$ cat src/rtl/perip_pkg.sv
// Shared encodings and helpers for the peripheral-bus initiator.
package perip_pkg;

  localparam logic [1:0] SZ_B = 2'b00;
  localparam logic [1:0] SZ_H = 2'b01;
  localparam logic [1:0] SZ_W = 2'b10;

  typedef enum logic [1:0] {
    IDLE    = 2'd0,
    RD_WAIT = 2'd1,
    RSP     = 2'd2
  } state_e;

  // Reserved size (2'b11) is treated as misaligned so it takes the error path.
  function automatic logic misaligned(input logic [1:0] size, input logic [1:0] off);
    case (size)
      SZ_B:    misaligned = 1'b0;
      SZ_H:    misaligned = off[0];
      SZ_W:    misaligned = |off;
      default: misaligned = 1'b1;
    endcase
  endfunction

endpackage

$ cat src/rtl/perip_lane_align.sv
// Byte-lane steering: store mask/replication on the way out, load
// extraction and sign/zero extension on the way back.
module perip_lane_align
  import perip_pkg::*;
(
  input  logic [1:0]  st_size_i,
  input  logic [1:0]  st_off_i,
  input  logic [31:0] st_wdata_i,
  output logic [3:0]  mask_o,
  output logic [31:0] wdata_o,
  input  logic [1:0]  ld_size_i,
  input  logic [1:0]  ld_off_i,
  input  logic        ld_unsigned_i,
  input  logic [31:0] rdata_i,
  output logic [31:0] rdata_o
);

  logic [31:0] shifted;

  always_comb begin
    mask_o  = 4'b1111;
    wdata_o = st_wdata_i;
    case (st_size_i)
      SZ_B: begin
        mask_o  = 4'b0001 << st_off_i;
        wdata_o = {4{st_wdata_i[7:0]}};
      end
      SZ_H: begin
        mask_o  = st_off_i[1] ? 4'b1100 : 4'b0011;
        wdata_o = {2{st_wdata_i[15:0]}};
      end
      default: ;
    endcase
  end

  assign shifted = rdata_i >> {ld_off_i, 3'b000};

  always_comb begin
    rdata_o = shifted;
    case (ld_size_i)
      SZ_B:    rdata_o = {{24{~ld_unsigned_i & shifted[7]}}, shifted[7:0]};
      SZ_H:    rdata_o = {{16{~ld_unsigned_i & shifted[15]}}, shifted[15:0]};
      default: ;
    endcase
  end

endmodule

$ cat src/rtl/perip_initiator.sv
// Load/store initiator for the fixed-latency peripheral bus: one access in
// flight, tagged valid/ready response with misalignment reported as error.
module perip_initiator
  import perip_pkg::*;
#(
  parameter int RD_LATENCY = 1,
  parameter int TAG_W      = 5
) (
  input  logic             clk,
  input  logic             rst,
  input  logic             req_valid,
  output logic             req_ready,
  input  logic             req_we,
  input  logic [31:0]      req_addr,
  input  logic [31:0]      req_wdata,
  input  logic [1:0]       req_size,
  input  logic             req_unsigned,
  input  logic [TAG_W-1:0] req_tag,
  output logic             rsp_valid,
  input  logic             rsp_ready,
  output logic [31:0]      rsp_data,
  output logic             rsp_err,
  output logic [TAG_W-1:0] rsp_tag,
  output logic [31:0]      perip_waddr,
  output logic [31:0]      perip_wdata,
  output logic             perip_wen,
  output logic [3:0]       perip_mask,
  output logic [31:0]      perip_raddr,
  input  logic [31:0]      perip_rdata
);

  localparam int CW = (RD_LATENCY > 1) ? $clog2(RD_LATENCY) : 1;

  state_e            state_q, state_d;
  logic [CW-1:0]     cnt_q;
  logic [31:0]       rsp_data_q, raddr_q;
  logic              rsp_err_q;
  logic [TAG_W-1:0]  rsp_tag_q;
  logic [1:0]        ld_size_q, ld_off_q;
  logic              ld_uns_q;

  logic              accept, req_err, ld_issue;
  logic [31:0]       aligned, ld_data;

  assign aligned   = {req_addr[31:2], 2'b00};
  assign req_err   = misaligned(req_size, req_addr[1:0]);
  assign req_ready = (state_q == IDLE) | ((state_q == RSP) & rsp_ready);
  assign accept    = req_valid & req_ready;
  assign ld_issue  = accept & ~req_we & ~req_err;

  assign perip_wen   = accept & req_we & ~req_err;
  assign perip_waddr = aligned;
  // Read address only moves on an actual load issue, so it stays stable
  // across RD_WAIT regardless of what the sender presents meanwhile.
  assign perip_raddr = ld_issue ? aligned : raddr_q;

  assign rsp_valid = (state_q == RSP);
  assign rsp_data  = rsp_data_q;
  assign rsp_err   = rsp_err_q;
  assign rsp_tag   = rsp_tag_q;

  perip_lane_align u_align (
    .st_size_i     (req_size),
    .st_off_i      (req_addr[1:0]),
    .st_wdata_i    (req_wdata),
    .mask_o        (perip_mask),
    .wdata_o       (perip_wdata),
    .ld_size_i     (ld_size_q),
    .ld_off_i      (ld_off_q),
    .ld_unsigned_i (ld_uns_q),
    .rdata_i       (perip_rdata),
    .rdata_o       (ld_data)
  );

  always_comb begin
    state_d = state_q;
    case (state_q)
      IDLE, RSP: begin
        if (state_q == RSP && rsp_ready) state_d = IDLE;
        if (accept) state_d = (req_we | req_err) ? RSP : RD_WAIT;
      end
      RD_WAIT: if (cnt_q == '0) state_d = RSP;
      default: state_d = IDLE;
    endcase
  end

  always_ff @(posedge clk or posedge rst) begin
    if (rst) begin
      state_q    <= IDLE;
      cnt_q      <= '0;
      rsp_data_q <= '0;
      rsp_err_q  <= 1'b0;
      rsp_tag_q  <= '0;
      raddr_q    <= '0;
      ld_size_q  <= SZ_B;
      ld_off_q   <= 2'b00;
      ld_uns_q   <= 1'b0;
    end else begin
      state_q <= state_d;
      if (accept) begin
        rsp_tag_q  <= req_tag;
        rsp_err_q  <= req_err;
        rsp_data_q <= '0;
        ld_size_q  <= req_size;
        ld_off_q   <= req_addr[1:0];
        ld_uns_q   <= req_unsigned;
        if (ld_issue) begin
          raddr_q <= aligned;
          cnt_q   <= CW'(RD_LATENCY - 1);
        end
      end else if (state_q == RD_WAIT) begin
        if (cnt_q == '0) rsp_data_q <= ld_data;
        else             cnt_q      <= cnt_q - 1'b1;
      end
    end
  end

endmodule

$ cat config.mk
export PLATFORM = sky130hd
export DESIGN_NAME = perip_initiator
export DESIGN_NICKNAME = d
export VERILOG_FILES = /design/src/rtl/perip_pkg.sv /design/src/rtl/perip_lane_align.sv /design/src/rtl/perip_initiator.sv
export SDC_FILE = /design/constraint.sdc
export NUM_CORES = 1
export LEC_CHECK = 0
export CAP_MARGIN = 20
export CORE_UTILIZATION = 40
export DETAILED_ROUTE_END_ITERATION = 12
export GPL_TIMING_DRIVEN = 0
export PLACE_DENSITY_LB_ADDON = 0.25
export SYNTH_ARGS = -nofsm -noshare
export SYNTH_HDL_FRONTEND = slang
export SYNTH_HIERARCHICAL = 1
export SYNTH_SLANG_ARGS = --single-unit
$ cat constraint.sdc
create_clock -name clk -period 3.06 [get_ports clk]
set_clock_uncertainty 0.2 [all_clocks]
set_input_delay 0.306 -clock clk [delete_from_list [all_inputs] [get_ports clk]]
set_output_delay 0.306 -clock clk [all_outputs]
set_load 0.03 [all_outputs]
* Word-level counts from Yosys, hierarchy flattened *
Index checks and enable logic that the tools add are counted.

operators by class
  add/sub/neg operators = 1
  equal/unequal tests = 9
  shift-type cells = 2
  muxes and demuxes = 18
  bitwise operators = 13
  reductions and logical operators = 10

operators by type and width
  cell                 number
  $mux 32              4
  $pmux 32 s2          2
  $shr 32x5->32        1
  $and 1x1->1          8
  $mux 2               4
  $pmux 4 s2           1
  $eq 2x1->1 const B   3
  $logic_not 2->1      3
  $reduce_and 2->1     3
  $eq 2x2->1 const B   2
  $mux 1               4
  $mux 4               1
  $ne 2x1->1 const B   2
  $pmux 2 s2           1
  $reduce_or 2->1      2
  $shl 1x2->4 const A  1
  $ne 3x3->1 const B   1
  $not 1->1            3
  $pmux 1 s3           1
  $ne 2x2->1 const B   1
  $or 1x1->1           2
  $reduce_bool 2->1    1
  $logic_and 1x1->1    1
  $sub 1x1->1 const B  1

word-level totals
  register bits = 78
  input bits = 109
  output and inout bits = 141

* Depth between registers and ports, before layout *
Gate-level depths: netlist of the first run.

  word-level depth = 8
  mapped depth = 8

* Hierarchy *
The synthesis of the first run kept the hierarchy.

modules (own cells, without submodules)
  module            times used  cells an instance  area an instance (um^2)  sequential area each (um^2)
  perip_initiator   1           316                3619.7                   1926.8
  perip_lane_align  1           167                1148.6                   0.0

* Worst setup path before layout of the first run *
Ideal clock, no wire load.

  kind = register to output
  from = reg state_q[1]
  to = out perip_raddr[10]
  arrival = 1873 ps
  path slack = 681 ps
  stages on the path, launching flop included = 7
  path buffers = 2
  path through = dfrtp_1 nor2b_4 nor3b_4 nor3b_2 buf_4 buf_6 mux2_1

on the way
  word-level cells in the longest chain between the ends = 7
  elaborated cells between the ends (all ways) = 8

ends and longest elaborated chain
  what                        RTL line               text
  from (decl)                 perip_initiator.sv:34  state_e state_q, state_d;
  from (signal assigned)      perip_initiator.sv:99  state_q <= state_d;
  $eq 2x2->1                  perip_initiator.sv:47  assign req_ready = (state_q == IDLE) | ((state_q == RSP) & rsp_ready);
  $and 1x1->1                 perip_initiator.sv:47
  $or 1x1->1 *                perip_initiator.sv:47
  $and 1x1->1 *               perip_initiator.sv:48  assign accept = req_valid & req_ready;
  $and 1x1->1 * (2 in a row)  perip_initiator.sv:49  assign ld_issue = accept & ~req_we & ~req_err;
  $mux 32 *                   n/a
  to (decl)                   perip_initiator.sv:28  output logic [31:0] perip_raddr,

Mark *: on every way between the ends. The rest lies on a longest branch, timed or not.

* Worst setup path after layout of the first run *
  from = in req_size[0]
  to = out perip_raddr[21]

on the way
  word-level cells in the longest chain between the ends = 5
  elaborated cells between the ends (all ways) = 7

ends and longest elaborated chain
  what                                RTL line               text
  from (decl)                         perip_initiator.sv:16  input logic [1:0] req_size,
  $eq 2x2->1 (tied with other cells)  perip_pkg.sv:16        case (size)
  $pmux 1 s3 *                        perip_pkg.sv:16
  $not 1->1 *                         perip_initiator.sv:49
  $and 1x1->1 *                       perip_initiator.sv:49
  $mux 32 *                           n/a

Marked as above.

==> impl_metrics.py, run 1 <==
metrics = {
    "status": {
        "status": "finished with violations",
        "violations": "design-rule violations",
    },
    "synthesis": {
        "yosysTopAreaCell": "dfrtp_1",
        "synth-edff-count": 0,
        "yosysWarnings": 6,
        "synth.most_common_cell": "nand2_1",
        "synth_area_mm2": 0.00477,
        "synthFlopType": "dfrtp_1",
        "ys_ff_latch": 77,
        "syn_inst": 483,
        "async_flop_share_pct": 100,
        "synth_common_cells": "nand2_1 (89), dfrtp_1 (77), mux2_1 (45)",
        "syn_area_per_cell_um2": 9.87,
        "synth.area.top_cells": "dfrtp_1 (40%), mux2_1 (11%), mux2_2 (9.9%)",
        "yosysTopAreaCellShare_pct": 40.4,
        "ys_seq_area_share_pct": 40.4,
        "ys_types": 30,
    },
    "sta": {
        "post-route-period-util_pct": 97.2,
        "setup_viol": 0,
        "relSlewSlack_pct": 54.4,
        "max_freq_ghz": 0.336,
        "finalMaxSlewViolations": 0,
        "tightest_slew_ns": 0.682,
        "finalHoldViolations": 0,
        "tns_ns": 0,
        "rsz0062_at_grt": "true",
        "fin_crit_ns": 2.97,
        "fin_ws_ns": 0.0871,
    },
    "grt": {
        "grt_pass1_wl_um": 22500,
        "gr-total-overflow": 0,
        "antenna_found_initial": 0,
        "grt_pass1_vias": 4468,
        "grt_max_degree": 64,
        "grtUsageTotal_pct": 23.1,
    },
    "die": {
        "die_area_mm2": 0.0124,
        "core_mm2": 0.0115,
        "die-width_um": 111,
        "die_h_um": 111,
        "rows": 39,
        "initial_utilization_pct": 41.4,
        "io_pins": 250,
    },
    "clock_tree": {
        "cts_tree": "done",
        "cts_buffers": 9,
        "clk_latency_ns": 0.32,
        "htree_levels": 3,
        "path_clk_slew_ns": 0.07,
        "cts_buffer_depth": 2,
        "clkSinkCount": 77,
        "root_buffer": "clkbuf_16",
    },
    "placed_design": {
        "gp_congestion": 0.853,
        "numPortBuffers": 247,
        "pre_cts_ws_ns": -0.362,
        "dpl.hpwl_um": 11400,
    },
    "pwr": {
        "intPower_mw": 2.59,
        "irDropWorstVdd_mv": 0.288,
        "combinationalPowerShare_pct": 41.8,
        "seqPwrFrac_pct": 31.3,
        "powerDensity_mw_per_mm2": 522,
        "clkPwrFrac_pct": 26.9,
        "switchingPower_mw": 1.46,
        "p_sw_share_pct": 35.9,
        "p_leak_nw": 3.39,
    },
    "drt": {
        "first_pass_iters": 9,
        "wire_per_inst_um": 16.0,
        "wl_um": 14300,
        "num_vias": 4514,
        "viasPerCell": 5.07,
        "ant_nets": 0,
        "drc": 20,
        "drtIter0Drc": 170,
    },
    "layout": {
        "antenna_cells": 0,
        "nets": 852,
        "drive_gt1_share_pct": 17.0,
        "area_growth_pct": 62.5,
        "finish.utilization_pct": 67.3,
    },
    "hold_path": {
        "hold_path.class": "in2async",
    },
    "setup_path": {
        "cp-start-kind": "input pin",
        "worst_setup_path_end_kind": "output pin",
        "required_ns": 2.55,
        "crit_fanout": 10,
        "crit_type": "in2out",
        "cp.arrival_ns": 2.47,
    },
    "job": {
        "drv_cap": 0,
    },
}
state kept, by name (all words and copies together), names as in the netlist:
name / cells
raddr_q: 32
rsp_data: 32
rsp_tag: 5
ld_off_q: 2
ld_size_q: 2
state_q: 2
ld_uns_q: 1
rsp_err: 1
cell families (layout without fill, tap and decap cells):
family	after synthesis	in the layout	synth area share (%)
simple gates	135	135	12.5
mux	115	115	26.4
flops	77	77	40.4
buf+inv	75	339	10.5
other cells	1	2	0.0786
compound gates	80	80	10.0
critical path, stage by stage:
cell	delay (ns)
clkdlybuf4s50_1	0.52
a21oi_1	0.23
nor2_1	0.11
nor3b_2	0.23
buf_6	0.20
buf_6	0.17
mux2_1	0.33
dlygate4sd2_1	0.37
through the flow:
step	power [mW]	instance area, um2	hold slack (ns)	instances
detailed placement	3.06	7450	0.268	875
CTS	4.08	7730	0.0857	891
finish	4.05	7750	0.0812	891
global route	4.24	7750	0.0979	891
global placement	3.03	7420	0.260	874
floorplan	2.33	4770	0.241	484
cell usage in the layout (no fill, tap or decap), types with 2 or more instances in the layout:
master | netlist | routed
buf_6 | 7 | 8
inv_1 | 3 | 2
mux2i_1 | 28 | 28
nand2b_1 | 3 | 3
buf_2 | 4 | 4
clkbuf_1 | 15 | 12
dlygate4sd2_1 | 0 | 30
mux2_1 | 45 | 45
inv_6 | 0 | 2
conb_1 | 1 | 2
o21bai_1 | 3 | 3
buf_4 | 43 | 43
nand2_1 | 89 | 89
clkinvlp_4 | 0 | 3
dfrtp_1 | 77 | 77
clkbuf_2 | 0 | 2
o21ai_2 | 2 | 2
dlymetal6s2s_1 | 0 | 4
clkdlybuf4s50_1 | 0 | 213
a21oi_1 | 41 | 41
a211oi_1 | 14 | 14
buf_1 | 3 | 3
clkbuf_16 | 0 | 9
o21ai_0 | 15 | 15
nor2b_1 | 14 | 14
mux2_2 | 42 | 42
nor2_1 | 23 | 23
a21o_1 | 2 | 2
metal layers:
metal	vias to the layer above	part of all wire, %	GRT usage, %
met4	0	2.1	8.83
met3	21	6.7	4.43
met1	2151	37	24.9
met5	-	0	0
li1	2140	-	-
met2	202	54	44.0
power groups by stage:
| stage | clock [mW] | combinational [mW] | sequential (mW) |
|---|---|---|---|
| 6_report | 1.09 | 1.69 | 1.27 |
| 5_1_grt | 1.16 | 1.79 | 1.29 |
| 4_1_cts | 1.11 | 1.70 | 1.27 |
| 3_5_place_dp | 0 | 1.78 | 1.28 |
| 3_3_place_gp | 0 | 1.75 | 1.27 |
| 2_1_floorplan | 0 | 1.00 | 1.33 |
area by class of cell:
| class | instances | area, um2 |
|---|---|---|
| multi-input combinational | 332 | 2350 |
| sequential | 77 | 1930 |
| clock inverter | 6 | 70.1 |
| clock buffer | 10 | 239 |
| tap | 143 | 179 |
| timing repair buffer | 249 | 2480 |
| inverter | 3 | 13.8 |
| fill | 941 | 3770 |
| buffer | 71 | 492 |
worst paths after layout:
| check | startpoint | end | slack (ns) | cells after the start |
|---|---|---|---|---|
| max in group asynchronous | rst | rsp_data[10]$_DFFE_PP0P_ | 2.01 | 3 |
| hold reg to reg | raddr_q[15]$_DFFE_PP0P_ | raddr_q[15]$_DFFE_PP0P_ | 0.28 | 1 |
| setup / recovery | req_size[0] | perip_raddr[21] | 0.09 | 8 |
| setup reg to reg | ld_off_q[1]$_DFFE_PP0P_ | rsp_data[30]$_DFFE_PP0P_ | 1.02 | 7 |
| min in group clk | req_addr[0] | ld_off_q[0]$_DFFE_PP0P_ | 0.26 | 2 |
| hold / removal | rst | raddr_q[19]$_DFFE_PP0P_ | 0.08 | 2 |
what timing repair did:
item / in CTS / in global routing
endpoints found under the setup margin: 45 / 37
pin swaps: 1 / 0
endpoints found under the hold margin: 0 / 0
resized for setup: 32 / 7
hold buffers: 0 / 0
setup buffers: 1 / 0
(Power assumes the default switching activity.)
==> run 2: changes to the inputs <==
Settings changed: PLACE_DENSITY from default to 0.81, PLACE_DENSITY_LB_ADDON 0.25 to default.
==> impl_metrics.py, run 2 (synthesis gave the netlist of run 1 again) <==
metrics = {
    "status": {
        "status": "finished with violations",
        "violations": "design-rule violations",
    },
    "clock_tree": {
        "cts_buffer_depth": 2,
        "htree_levels": 3,
        "cts_buffers": 9,
        "cts_tree": "done",
        "clkSinkCount": 77,
        "path_clk_slew_ns": 0.06,
        "holdBufCountCts": 0,
        "clk_latency_ns": 0.33,
        "root_buffer": "clkbuf_16",
    },
    "job": {
        "drv_cap": 0,
    },
    "drt": {
        "ant_nets": 0,
        "drc": 24,
        "wire_per_inst_um": 16.3,
        "drtIter0Drc": 150,
        "wl_um": 14500,
        "viasPerCell": 5.02,
        "first_pass_iters": 8,
        "num_vias": 4469,
    },
    "setup_path": {
        "crit_start": "state_q[1]$_DFFE_PP0P_",
        "cp_cell_sequence": "nor2b_4, nor3b_4, nor3b_2, buf_6, buf_6, mux2_1, dlygate4sd2_1",
        "worst_path_max_delay_cell": "dfrtp_1",
        "endpoint": "perip_raddr[28]",
        "cp-start-kind": "flip-flop",
        "timing.rr.start": "ld_off_q[1]$_DFFE_PP0P_",
        "required_ns": 2.55,
        "crit_fanout": 10,
        "slowest_delay_ns": 0.40,
        "crit_type": "reg2out",
        "r2r-end": "rsp_data[30]$_DFFE_PP0P_",
        "cp_common_cell": "buf_6",
        "cp.arrival_ns": 2.40,
        "worst_setup_path_end_kind": "output pin",
        "worst-r2r-cell-count": 7,
        "r2r_slack_ns": 0.98,
    },
    "die": {
        "initial_utilization_pct": 41.4,
        "io_pins": 250,
        "die-width_um": 111,
        "die_h_um": 111,
        "core_mm2": 0.0115,
        "rows": 39,
        "die_area_mm2": 0.0124,
    },
    "layout": {
        "design_area_mm2": 0.00779,
        "nets": 852,
        "drive_gt1_share_pct": 17.2,
        "mostFrequentLayoutCells": "clkdlybuf4s50_1 (213), nand2_1 (89), dfrtp_1 (77), mux2_1 (45), buf_4 (43)",
        "area_growth_pct": 63.3,
        "finish.utilization_pct": 67.6,
        "antenna_cells": 0,
        "layout_commonest_cell": "clkdlybuf4s50_1",
        "fillers": 918,
    },
    "sta": {
        "finalHoldViolations": 0,
        "fin_ws_ns": 0.155,
        "finalMaxSlewViolations": 0,
        "fin_crit_ns": 2.90,
        "rsz0062_at_grt": "false",
        "setup_viol": 0,
        "relSlewSlack_pct": 49.1,
        "tightest_slew_ns": 0.760,
        "post-route-period-util_pct": 94.9,
        "max_freq_ghz": 0.344,
    },
    "grt": {
        "gr-total-overflow": 0,
        "grtUsageTotal_pct": 23.9,
        "grt_pass1_vias": 4761,
        "grt_pass1_wl_um": 23300,
        "grt_max_degree": 72,
        "antenna_found_initial": 0,
    },
    "hold_path": {
        "hold_path.class": "in2async",
    },
    "pwr": {
        "power_mw": 4.17,
        "irDropWorstVdd_mv": 0.299,
        "p_leak_nw": 3.39,
        "powerDensity_mw_per_mm2": 536,
    },
    "placed_design": {
        "pre_cts_ws_ns": -0.425,
        "dpl.hpwl_um": 11600,
        "place_area_mm2": 0.00745,
        "gp_congestion": 0.900,
        "numPortBuffers": 247,
    },
}
run 2: final cells by class:
class	instances	area, um2	area share (%)
sequential	77	1930	24.7
tap	143	179	2.30
multi-input combinational	332	2350	30.2
buffer	71	493	6.33
clock inverter	3	65.1	0.835
clock buffer	13	280	3.60
timing repair buffer	249	2480	31.8
inverter	3	13.8	0.177
run 2: where the power goes:
group / total [mW] / switching (mW) / leakage [nW] / internal [mW]
sequential: 1.27 / 0.0877 / 0.983 / 1.18
clock: 1.20 / 0.402 / 0.172 / 0.802
combinational: 1.70 / 0.945 / 2.24 / 0.752
total: 4.17 / 1.43 / 3.39 / 2.74
run 2: how the worst min path moves through the flow:
| stage | slack, ns | cells past startpoint | from | endpoint |
|---|---|---|---|---|
| detailed placement | 0.27 | 1 | raddr_q[5]$_DFFE_PP0P_ | raddr_q[5]$_DFFE_PP0P_ |
| global placement | 0.26 | 1 | raddr_q[9]$_DFFE_PP0P_ | raddr_q[9]$_DFFE_PP0P_ |
| floorplan | 0.24 | 1 | req_addr[10] | raddr_q[10]$_DFFE_PP0P_ |
| finish | 0.04 | 2 | rst | raddr_q[23]$_DFFE_PP0P_ |
| global route | 0.05 | 2 | rst | raddr_q[23]$_DFFE_PP0P_ |
| CTS | 0.04 | 2 | rst | raddr_q[17]$_DFFE_PP0P_ |
run 2: what timing repair did:
item,in CTS,in global routing
resized for setup,36,5
buffers inserted,1,0
pin swaps,1,0
setup endpoints to repair,45,35
run 2: metal layers:
metal	up-vias	share of wire, %	track usage [%]
li1	2133	-	-
met4	0	1.8	7.93
met1	2154	38	25.4
met2	163	54	45.8
met5	-	0	0
met3	19	6.0	5.41
run 2: critical path, delay by kind of cell (launching register included):
family / cells / cell delay, ns
AND/OR/NAND/NOR: 3 / 0.60
buffers and inverters: 3 / 0.72
multiplexers: 1 / 0.34
flip-flops: 1 / 0.40
run 2: stage by stage:
step / hold slack [ns] / TNS (ns) / cells
final: 0.0449 / 0 / 891
after global routing: 0.0484 / 0 / 891
after CTS: 0.0396 / 0 / 891
after detailed placement: 0.271 / -13.89 / 875
after global placement: 0.261 / -56.87 / 874
after floorplan: 0.241 / 0 / 484
==> run 3: changes to the inputs <==
Settings changed: SKIP_LAST_GASP from default to 1.
==> impl_metrics.py, run 3 (synthesis gave the netlist of run 1 again) <==
metrics = {
    "die": {
        "die_h_um": 111,
        "rows": 39,
        "initial_utilization_pct": 41.4,
        "core_mm2": 0.0115,
        "io_pins": 250,
        "die-width_um": 111,
        "die_area_mm2": 0.0124,
    },
    "pwr": {
        "intPower_mw": 2.74,
        "seqPwrFrac_pct": 30.4,
        "p_leak_nw": 3.39,
        "irDropWorstVdd_mv": 0.297,
        "p_sw_share_pct": 34.4,
        "powerDensity_mw_per_mm2": 536,
        "combinationalPowerShare_pct": 40.7,
        "switchingPower_mw": 1.43,
        "clkPwrFrac_pct": 28.9,
    },
    "clock_tree": {
        "cts_buffers": 9,
        "path_clk_slew_ns": 0.06,
        "holdBufCountCts": 0,
        "clk_latency_ns": 0.33,
        "root_buffer": "clkbuf_16",
        "cts_tree": "done",
        "htree_levels": 3,
        "cts_buffer_depth": 2,
        "clkSinkCount": 77,
    },
    "drt": {
        "wl_um": 14500,
        "first_pass_iters": 8,
        "wire_per_inst_um": 16.3,
        "num_vias": 4465,
        "ant_nets": 0,
        "viasPerCell": 5.01,
        "drc": 24,
        "drtIter0Drc": 157,
    },
    "sta": {
        "relSlewSlack_pct": 48.7,
        "max_freq_ghz": 0.344,
        "fin_crit_ns": 2.91,
        "post-route-period-util_pct": 95.0,
        "finalHoldViolations": 0,
        "rsz0062_at_grt": "false",
        "fin_ws_ns": 0.153,
        "tightest_slew_ns": 0.767,
        "tns_ns": 0,
        "finalMaxSlewViolations": 0,
        "setup_viol": 0,
    },
    "setup_path": {
        "critical-path-top-delay-family": "buffers and inverters",
        "critPathBufInv": 3,
        "cp_common_cell": "buf_6",
        "crit_fanout": 10,
        "cp-start-kind": "flip-flop",
        "worst_setup_path_end_kind": "output pin",
        "cp_cell_sequence": "nor2b_4, nor3b_4, nor3b_2, buf_6, buf_6, mux2_1, dlygate4sd2_1",
        "crit_type": "reg2out",
        "slowest_delay_ns": 0.40,
        "worst_path_max_delay_cell": "dfrtp_1",
        "crit_start": "state_q[1]$_DFFE_PP0P_",
        "timing.rr.start": "ld_off_q[1]$_DFFE_PP0P_",
        "cp.arrival_ns": 2.40,
        "required_ns": 2.55,
    },
    "status": {
        "violations": "design-rule violations",
        "status": "finished with violations",
    },
    "layout": {
        "layout_commonest_cell": "clkdlybuf4s50_1",
        "area_growth_pct": 63.3,
        "drive_gt1_share_pct": 17.2,
        "nets": 852,
        "antenna_cells": 0,
        "mostFrequentLayoutCells": "clkdlybuf4s50_1 (213), nand2_1 (89), dfrtp_1 (77), mux2_1 (45), buf_4 (43)",
        "fillers": 918,
    },
    "placed_design": {
        "numPortBuffers": 247,
        "gp_congestion": 0.900,
        "pre_cts_ws_ns": -0.425,
        "dpl.hpwl_um": 11600,
    },
    "grt": {
        "gr-total-overflow": 0,
        "antenna_found_initial": 0,
        "grt_pass1_wl_um": 23300,
        "grtUsageTotal_pct": 23.9,
        "grt_max_degree": 72,
        "grt_pass1_vias": 4760,
    },
    "job": {
        "drv_cap": 0,
    },
    "hold_path": {
        "hold_path.class": "in2async",
    },
}
## run 3: cell counts in the layout (fill, tap and decap cells not counted)
Identical to the previous run, type by type.
## run 3: final timing paths
check | endpoint | slack (ns) | cells past startpoint
min in group clk | ld_size_q[1]$_DFFE_PP0P_ | 0.22 | 2
min | raddr_q[23]$_DFFE_PP0P_ | 0.04 | 2
max | perip_raddr[28] | 0.15 | 7
min reg2reg | raddr_q[16]$_DFFE_PP0P_ | 0.28 | 1
max in group asynchronous | rsp_data[2]$_DFFE_PP0P_ | 2.07 | 3
max reg2reg | rsp_data[30]$_DFFE_PP0P_ | 0.98 | 7
## run 3: area by class of cell
cell class	count	area (um2)	share of cell area, %
clock buffers	13	280	3.60
repair buffers	249	2480	31.8
inverters	3	13.8	0.177
plain buffers	71	493	6.33
flip-flops and latches	77	1930	24.7
well taps	143	179	2.30
multi-input cells	332	2350	30.2
clock inverters	3	65.1	0.835
## run 3: what timing repair did
item,4_1_cts,5_1_grt
setup endpoints to repair,45,34
pin swaps,1,0
resized for setup,34,7
hold endpoints to repair,0,0
buffers inserted,1,0
## run 3: metal layers
metal	vias to the layer above	track usage, %	routed length (um)
met4	0	8.74	308
met2	169	45.5	7820
met1	2140	25.4	5470
li1	2135	-	-
met5	-	0	0
met3	21	5.41	895
## run 3: stage by stage
step	hold WS [ns]	area (um2)	util, %	instances	power (mW)
detailed placement	0.271	7450	64.7	875	3.07
CTS	0.0396	7770	67.5	891	4.20
finish	0.0403	7790	67.6	891	4.17
floorplan	0.241	4770	-	484	2.33
global placement	0.261	7420	64.5	874	3.02
global route	0.0484	7790	67.6	891	4.36
## run 3: power by group through the flow
stage / combinational [mW] / clock, mW / sequential (mW)
after floorplan: 1.00 / 0 / 1.33
after global placement: 1.75 / 0 / 1.27
final: 1.70 / 1.20 / 1.27
after global routing: 1.80 / 1.27 / 1.29
after CTS: 1.71 / 1.23 / 1.27
after detailed placement: 1.78 / 0 / 1.29
